--- config.mk ---
export PLATFORM = sky130hd
export DESIGN_NAME = sdram_dl_writer_flat
export DESIGN_NICKNAME = d
export VERILOG_FILES = /design/src/rtl/dl_pkg.sv /design/src/rtl/sdram_dl_writer_if.sv /design/src/rtl/dl_fifo.sv /design/src/rtl/sdram_dl_writer.sv /design/src/flat_wrapper.sv
export SDC_FILE = /design/constraint.sdc
export NUM_CORES = 1
export LEC_CHECK = 0
export ABC_AREA = 1
export CORE_ASPECT_RATIO = 1.1
export CORE_MARGIN = 2
export CORE_UTILIZATION = 30
export CTS_BUF_LIST = sky130_fd_sc_hd__clkbuf_8
export CTS_CLUSTER_DIAMETER = 30
export DETAILED_ROUTE_END_ITERATION = 6
export PLACE_DENSITY_LB_ADDON = 0.25
export SYNTH_ARGS = -nofsm -noshare
export SYNTH_HDL_FRONTEND = slang
export SYNTH_SLANG_ARGS = --single-unit
--- constraint.sdc ---
create_clock -name clk -period 12.1 [get_ports clk]
set_input_delay 1.21 -clock clk [delete_from_list [all_inputs] [get_ports clk]]
set_output_delay 1.21 -clock clk [all_outputs]
set_load 0.01 [all_outputs]
--- src/rtl/dl_pkg.sv ---
// dl_pkg: shared types and lane constants for the SDRAM download writer
package dl_pkg;
  typedef struct packed {
    logic [23:1] a;
    logic [1:0]  ds;
    logic [15:0] d;
  } dl_entry_t;
  typedef enum logic {ST_IDLE, ST_BUSY} state_t;
  localparam logic [1:0] DS_LO = 2'b01;
  localparam logic [1:0] DS_HI = 2'b10;
  localparam logic [1:0] DS_W  = 2'b11;
endpackage

--- src/rtl/sdram_dl_writer_if.sv ---
// sdram_dl_writer_if: toggle-handshake write port towards one SDRAM controller port
interface sdram_dl_writer_if;
  logic        req;
  logic        ack;
  logic        we;
  logic [23:1] a;
  logic [1:0]  ds;
  logic [15:0] d;
  modport master (output req, we, a, ds, d, input ack);
  modport slave  (input req, we, a, ds, d, output ack);
endinterface

--- src/rtl/dl_fifo.sv ---
// dl_fifo: first-word-fall-through FIFO of write entries; a push into a full FIFO succeeds only with a same-cycle pop
module dl_fifo
  import dl_pkg::*;
#(
  parameter int DEPTH = 4,
  localparam int AW = $clog2(DEPTH)
) (
  input  logic      clk,
  input  logic      reset,
  input  logic      wr,
  input  dl_entry_t wdata,
  input  logic      rd,
  output dl_entry_t rdata,
  output logic      full,
  output logic      empty,
  output logic [AW:0] count
);
  dl_entry_t mem [DEPTH];
  logic [AW-1:0] wp, rp;
  logic do_wr, do_rd;
  always_comb begin
    full  = count == (AW+1)'(DEPTH);
    empty = count == '0;
    do_rd = rd && !empty;
    do_wr = wr && (!full || do_rd);
    rdata = mem[rp];
  end
  always_ff @(posedge clk)
    if (do_wr) mem[wp] <= wdata;
  always_ff @(posedge clk) begin
    if (reset) begin
      wp    <= '0;
      rp    <= '0;
      count <= '0;
    end else begin
      wp    <= wp + AW'(do_wr);
      rp    <= rp + AW'(do_rd);
      count <= count + (AW+1)'(do_wr) - (AW+1)'(do_rd);
    end
  end
endmodule

--- src/rtl/sdram_dl_writer.sv ---
// sdram_dl_writer: pairs ioctl download bytes into 16-bit SDRAM writes issued over a req/ack toggle port
module sdram_dl_writer
  import dl_pkg::*;
#(
  parameter int          FIFO_DEPTH = 4,
  parameter logic [22:0] BASE_ADDR  = 23'h000000
) (
  input  logic        clk,
  input  logic        reset,
  input  logic        ioctl_downl,
  input  logic        ioctl_wr,
  input  logic [21:0] ioctl_addr,
  input  logic [7:0]  ioctl_dout,
  output logic        ioctl_wait,
  output logic        overflow,
  output logic        done,
  sdram_dl_writer_if.master mem
);
  localparam int AW = $clog2(FIFO_DEPTH);
  logic pend_v, hold_v, downl_r, active, ack_r;
  logic [23:1] pend_a, wa, pn_a;
  logic [7:0] pend_b, pn_b;
  dl_entry_t hold_e, lo_p, hi_e, sa_e, fl_e, push_e, hold_ne, head;
  logic even, s, match, sa_v, sb_v, pn_v, fall, fl_v, push_v, hold_nv, pop, fin;
  logic full, empty;
  logic [AW:0] count;
  state_t state;
  // At most one FIFO push per cycle: order is hold, strobe entries, then the end-of-download flush;
  // whichever second entry arises is parked in the hold register.
  always_comb begin
    wa      = BASE_ADDR + {2'b00, ioctl_addr[21:1]};
    even    = !ioctl_addr[0];
    s       = ioctl_wr && !hold_v;
    match   = pend_v && pend_a == wa;
    lo_p    = {pend_a, DS_LO, 8'h00, pend_b};
    hi_e    = {wa, DS_HI, ioctl_dout, 8'h00};
    sa_v    = s && (!even || pend_v);
    sa_e    = pend_v && (even || !match) ? lo_p : match ? dl_entry_t'({wa, DS_W, ioctl_dout, pend_b}) : hi_e;
    sb_v    = s && !even && pend_v && !match;
    pn_v    = s ? even : pend_v;
    pn_a    = s && even ? wa : pend_a;
    pn_b    = s && even ? ioctl_dout : pend_b;
    fall    = downl_r && !ioctl_downl;
    fl_v    = fall && pn_v;
    fl_e    = {pn_a, DS_LO, 8'h00, pn_b};
    push_v  = hold_v || sa_v || fl_v;
    push_e  = hold_v ? hold_e : sa_v ? sa_e : fl_e;
    hold_nv = sb_v || ((hold_v || sa_v) && fl_v);
    hold_ne = sb_v ? hi_e : fl_e;
    pop     = state == ST_IDLE && !empty;
    fin     = !ioctl_downl && active && empty && !pend_v && !hold_v && !push_v && state == ST_IDLE;
    ioctl_wait = count >= (AW+1)'(FIFO_DEPTH - 1) || hold_v;
  end
  dl_fifo #(.DEPTH(FIFO_DEPTH)) u_fifo (
    .clk   (clk),
    .reset (reset),
    .wr    (push_v),
    .wdata (push_e),
    .rd    (pop),
    .rdata (head),
    .full  (full),
    .empty (empty),
    .count (count)
  );
  always_ff @(posedge clk) begin
    if (reset) begin
      pend_v   <= 1'b0;
      pend_a   <= '0;
      pend_b   <= '0;
      hold_v   <= 1'b0;
      hold_e   <= '0;
      downl_r  <= 1'b0;
      active   <= 1'b0;
      overflow <= 1'b0;
      done     <= 1'b0;
      ack_r    <= mem.ack;
      mem.req  <= mem.ack;
      mem.we   <= 1'b0;
      mem.a    <= '0;
      mem.ds   <= '0;
      mem.d    <= '0;
      state    <= ST_IDLE;
    end else begin
      pend_v   <= pn_v && !fall;
      pend_a   <= pn_a;
      pend_b   <= pn_b;
      hold_v   <= hold_nv;
      hold_e   <= hold_ne;
      downl_r  <= ioctl_downl;
      ack_r    <= mem.ack;
      overflow <= overflow || (push_v && full && !pop) || (ioctl_wr && hold_v);
      done     <= fin;
      active   <= ioctl_downl || (active && !fin);
      if (state == ST_IDLE) begin
        if (!empty) begin
          mem.a   <= head.a;
          mem.ds  <= head.ds;
          mem.d   <= head.d;
          mem.we  <= 1'b1;
          mem.req <= ~mem.req;
          state   <= ST_BUSY;
        end
      end else if (ack_r == mem.req) begin
        mem.we <= 1'b0;
        state  <= ST_IDLE;
      end
    end
  end
endmodule

--- src/flat_wrapper.sv ---
// flat-port wrapper written by rule: the top's interface ports become plain ports
module sdram_dl_writer_flat import dl_pkg::*;
#(
  parameter int          FIFO_DEPTH = 4,
  parameter logic [22:0] BASE_ADDR  = 23'h000000
)
  (clk, reset, ioctl_downl, ioctl_wr, ioctl_addr, ioctl_dout, ioctl_wait, overflow, done, mem_req, mem_we, mem_a, mem_ds, mem_d, mem_ack);
  sdram_dl_writer_if mem_i ();
  input  logic clk;
  input  logic reset;
  input  logic ioctl_downl;
  input  logic ioctl_wr;
  input  logic [21:0] ioctl_addr;
  input  logic [7:0] ioctl_dout;
  output logic ioctl_wait;
  output logic overflow;
  output logic done;
  output wire logic [$bits(mem_i.req)-1:0] mem_req;
  output wire logic [$bits(mem_i.we)-1:0] mem_we;
  output wire logic [$bits(mem_i.a)-1:0] mem_a;
  output wire logic [$bits(mem_i.ds)-1:0] mem_ds;
  output wire logic [$bits(mem_i.d)-1:0] mem_d;
  input wire logic [$bits(mem_i.ack)-1:0] mem_ack;
  assign mem_req = mem_i.req;
  assign mem_we = mem_i.we;
  assign mem_a = mem_i.a;
  assign mem_ds = mem_i.ds;
  assign mem_d = mem_i.d;
  assign mem_i.ack = mem_ack;
  sdram_dl_writer #(.FIFO_DEPTH(FIFO_DEPTH), .BASE_ADDR(BASE_ADDR)) u_core (.clk(clk), .reset(reset), .ioctl_downl(ioctl_downl), .ioctl_wr(ioctl_wr), .ioctl_addr(ioctl_addr), .ioctl_dout(ioctl_dout), .ioctl_wait(ioctl_wait), .overflow(overflow), .done(done), .mem(mem_i));
endmodule
==> impl_results.md <==
- Pwr Total: 3.19 mW
- CP startpoint: ioctl_wr
- Port Buffers: 80
- Global-route wire length before repair: about 51 mm
- Worst path required time: about 13000 ps
- Combinational power share: between 20 and 25%
- Register area share after synthesis: a little over three fifths
- Metal1 wirelength: between 15 and 20 mm
- Maximum fanout along the worst path: 32
- Synthesized instance count: about 1300
- Largest net degree at the start of global routing: 86
- Post-synthesis register bit count: 294
- Crit-path max cell delay: ~540 ps
- Reg clk slew, reported paths: 50 ps
- Full die area: 41900 um^2
- MaxCap Viol Count: 0
- Crit path max-delay family: buffers and inverters
- Peak supply drop: about 0.11 mV
- Fin crit period: between 3000 and 4000 ps
- Total CTS buffers: 71
- DR WL met2: between 15 and 20 mm
- Switching Share: 30.9%
- DRC: 0
- Lkg Pwr: approximately 5.7 nW
- Setup crit end kind: flop
- Area contributors post-synth: edfxtp_1 41%, dfxtp_1 21%, nor2_1 8.7%
- Worst-Margin Slew: roughly 1000 ps
- Setup Fix Bufs, Post-CTS: 0
- Chip Height: between 200 and 250 um
- Root Driver: clkbuf_8
- Highest Signal Layer: met4
- Peak Freq: roughly 280 MHz
- Net Sw Power: slightly below 1 mW
- Std cell rows: between 70 and 80
- CTS tree: done
- FF/Latch Area: between 7000 and 8000 um^2
- Routability cong.: ~0.80
- Pwr per Cell Area: about 220 nW/um^2
- CTS Hold Bufs: 0
- Synth cell types: 31
- Synth area leader: edfxtp_1
- Die Wd: 195 um
- Final setup violating endpoints: 0
- Pins Over Slew Limit: 0
- Skew-Pair Late Insertion Delay: approximately 580 ps
- Total track usage: 15.7%
- Most frequent cells in the layout: 281 x nor2_1, 196 x nand2_1, 165 x edfxtp_1, 142 x o21ai_0, 128 x dfxtp_1
- Starting density of the core: a little under a third
- Detailed Routing Iterations Pass 1: 5
- Vias in the first global route: 9227
- Core Region: roughly 40000 um^2
- Area grow syn2layout: 22.1%
- HP Class: reg -> reg
- CP max stage cell: inv_2
- Yosys top cell area share: about 40%
- Clock network power share: between 30% and 40%
- Worst R2R Start: u_core.hold_v
- Footprint of the multi-input gates: approximately 3900 um^2
- WP data arrival: between 3000 and 4000 ps
- Commonest non-fill, non-tap cell in the layout: nor2_1
- Hold Fails Final Rpt: 0
- Sequential Power Share: between 40% and 50%
- Origin of the worst min-delay path: u_core.pend_a[22]
- Avg Cell Area, Syn: 9.35 um^2
- Cell Area, Synth: between 10000 and 15000 um^2
- DRT iter0 DRCs: 669
- Setup TNS: 0 ps
- Clk_skew: between 30 and 40 ps
- Post-Route WL: 32.4 mm
- Antenna diodes: 0
- DPL Wire Length: approximately 19 mm
- Vias: roughly 9200
- Worst slew margin: 31.8%
- Mapped Nets: 1332
- Initial antenna violation count: 0
- CP Launch Type: primary input
- Fill count: approximately 4000
- RSZ-0062 raised after global routing: no
- CTS sink cnt: 294
- ANT nets after route: 0
- Int Power: 2.21 mW
- Nets@finish: between 1000 and 1500
- Clock Path Buffers: 3
- Num ports: 81
- CTS H-Tree Depth: 3
- Metal3 WL: about 1.4 mm
- WS Path Type: in -> reg
- Yosys warns: 0
- Crit share post-route: a little under 30%
- Total gr overflow: 0
- Status: finished, final reports clean
- Ratio of cells with drive above 1 in the final layout: roughly 11%
- Drt via density: 4.72
- Worst-path cell chain: clkdlybuf4s50_1 -> nand2_4 -> inv_2 -> o21ai_2 -> inv_2 -> nor2_4 -> nand2_1 -> nand2_2 -> ha_1 -> inv_1 -> ha_1 -> fa_1 -> xnor2_1 -> nor2_1
- Post-cts sizing count: 0
- Number of buffers and inverters on the critical path: 4
- WL/cell: around 17 um
==> cell type report <==
type	instances	area share, %
clock inverter	53	2.77
timing repair buffer	94	6.11
sequential	294	51.1
inverter	82	2.09
multi-input combinational	839	26.4
clock buffer	77	7.19
tap	513	4.35
==> worst reg2reg max path, stage by stage (launching register included) <==
cell and delay, ps:
dfxtp_1 290, buf_4 310, inv_2 240, nand2_4 90
inv_2 80, o21ai_2 60, inv_2 540, nor2_4 90
nand2_1 130, nand2_2 120, ha_1 290, inv_1 50
ha_1 190, fa_1 400, xnor2_1 170, nor2_1 50
==> state kept, by name, summed over array words and instances (netlist names) <==
name / flops
u_core.ack_r: 1
u_core.pend_a: 23
u_core.pend_v: 1
u_core.overflow: 1
u_core.mem.req: 1
u_core.u_fifo.count: 3
u_core.downl_r: 1
u_core.mem.ds: 2
u_core.hold_v: 1
u_core.pend_b: 8
u_core.hold_e: 41
u_core.active: 1
u_core.mem.we: 1
u_core.mem.a: 23
u_core.u_fifo.mem: 164
u_core.state: 1
u_core.done: 1
u_core.mem.d: 16
u_core.u_fifo.rp: 2
u_core.u_fifo.wp: 2
==> power groups by stage <==
| stage | clock network, mW | registers, mW | logic, mW |
|---|---|---|---|
| after floorplan | 0 | 1.31 | 0.402 |
| after global placement | 0 | 1.30 | 0.742 |
| after detailed placement | 0 | 1.30 | 0.748 |
| after CTS | 1.22 | 1.28 | 0.750 |
| after global routing | 1.26 | 1.30 | 0.824 |
| final | 1.18 | 1.28 | 0.731 |
==> Yosys cell counts (all sizes together) <==
cell / number
or2: 2
inv: 82
a31oi: 41
o21ai: 178
xnor2: 3
nor3: 4
fa: 1
edfxtp: 165
o211ai: 9
ha: 5
nand4: 5
dfxtp: 129
clkbuf: 41
buf: 35
nand3: 81
a21oi: 24
o31ai: 1
xor2: 1
nand2: 200
nor2: 284
==> logic make-up (layout without fill, tap and decap cells) <==
kind of cell             after synthesis  after routing  synth area share, %
AND/OR/NAND/NOR                      576            576                 19.3
flip-flops                           294            294                 62.4
buffers and inverters                158            306                 5.52
adder cells (fa/ha/maj)                6              6                0.684
XOR/XNOR                               4              4                0.290
AO/OA/AOI/OAI                        253            253                 11.8
==> final timing paths <==
path                                                to  slack, ps  depth (start not counted)
worst max-delay path            u_core.u_fifo.count[2]       8540                         14
worst min-delay path                 u_core.pend_a[22]        480                          2
worst max register to register  u_core.u_fifo.count[2]       8870                         15
worst min register to register       u_core.pend_a[22]        480                          2
==> layer usage <==
metal,track usage (%),vias up
li1,-,4558
met1,20.2,4367
met2,26.1,228
met3,3.11,61
met4,5.83,0
met5,0,-
==> metrics by stage <==
| step | hold slack, ps | worst slack [ps] | std cells | util [%] | cell area, um^2 |
|---|---|---|---|---|---|
| after floorplan | 450 | 6940 | 1291 | - | 12100 |
| after global placement | 464 | 8010 | 1822 | 33.2 | 13300 |
| after detailed placement | 478 | 7960 | 1822 | 33.2 | 13300 |
| after CTS | 486 | 8480 | 1952 | 36.9 | 14700 |
| after global routing | 517 | 8410 | 1952 | 36.9 | 14700 |
| final | 484 | 8540 | 1952 | 36.9 | 14700 |
No activity file was read; power rests on OpenSTA's default activity.
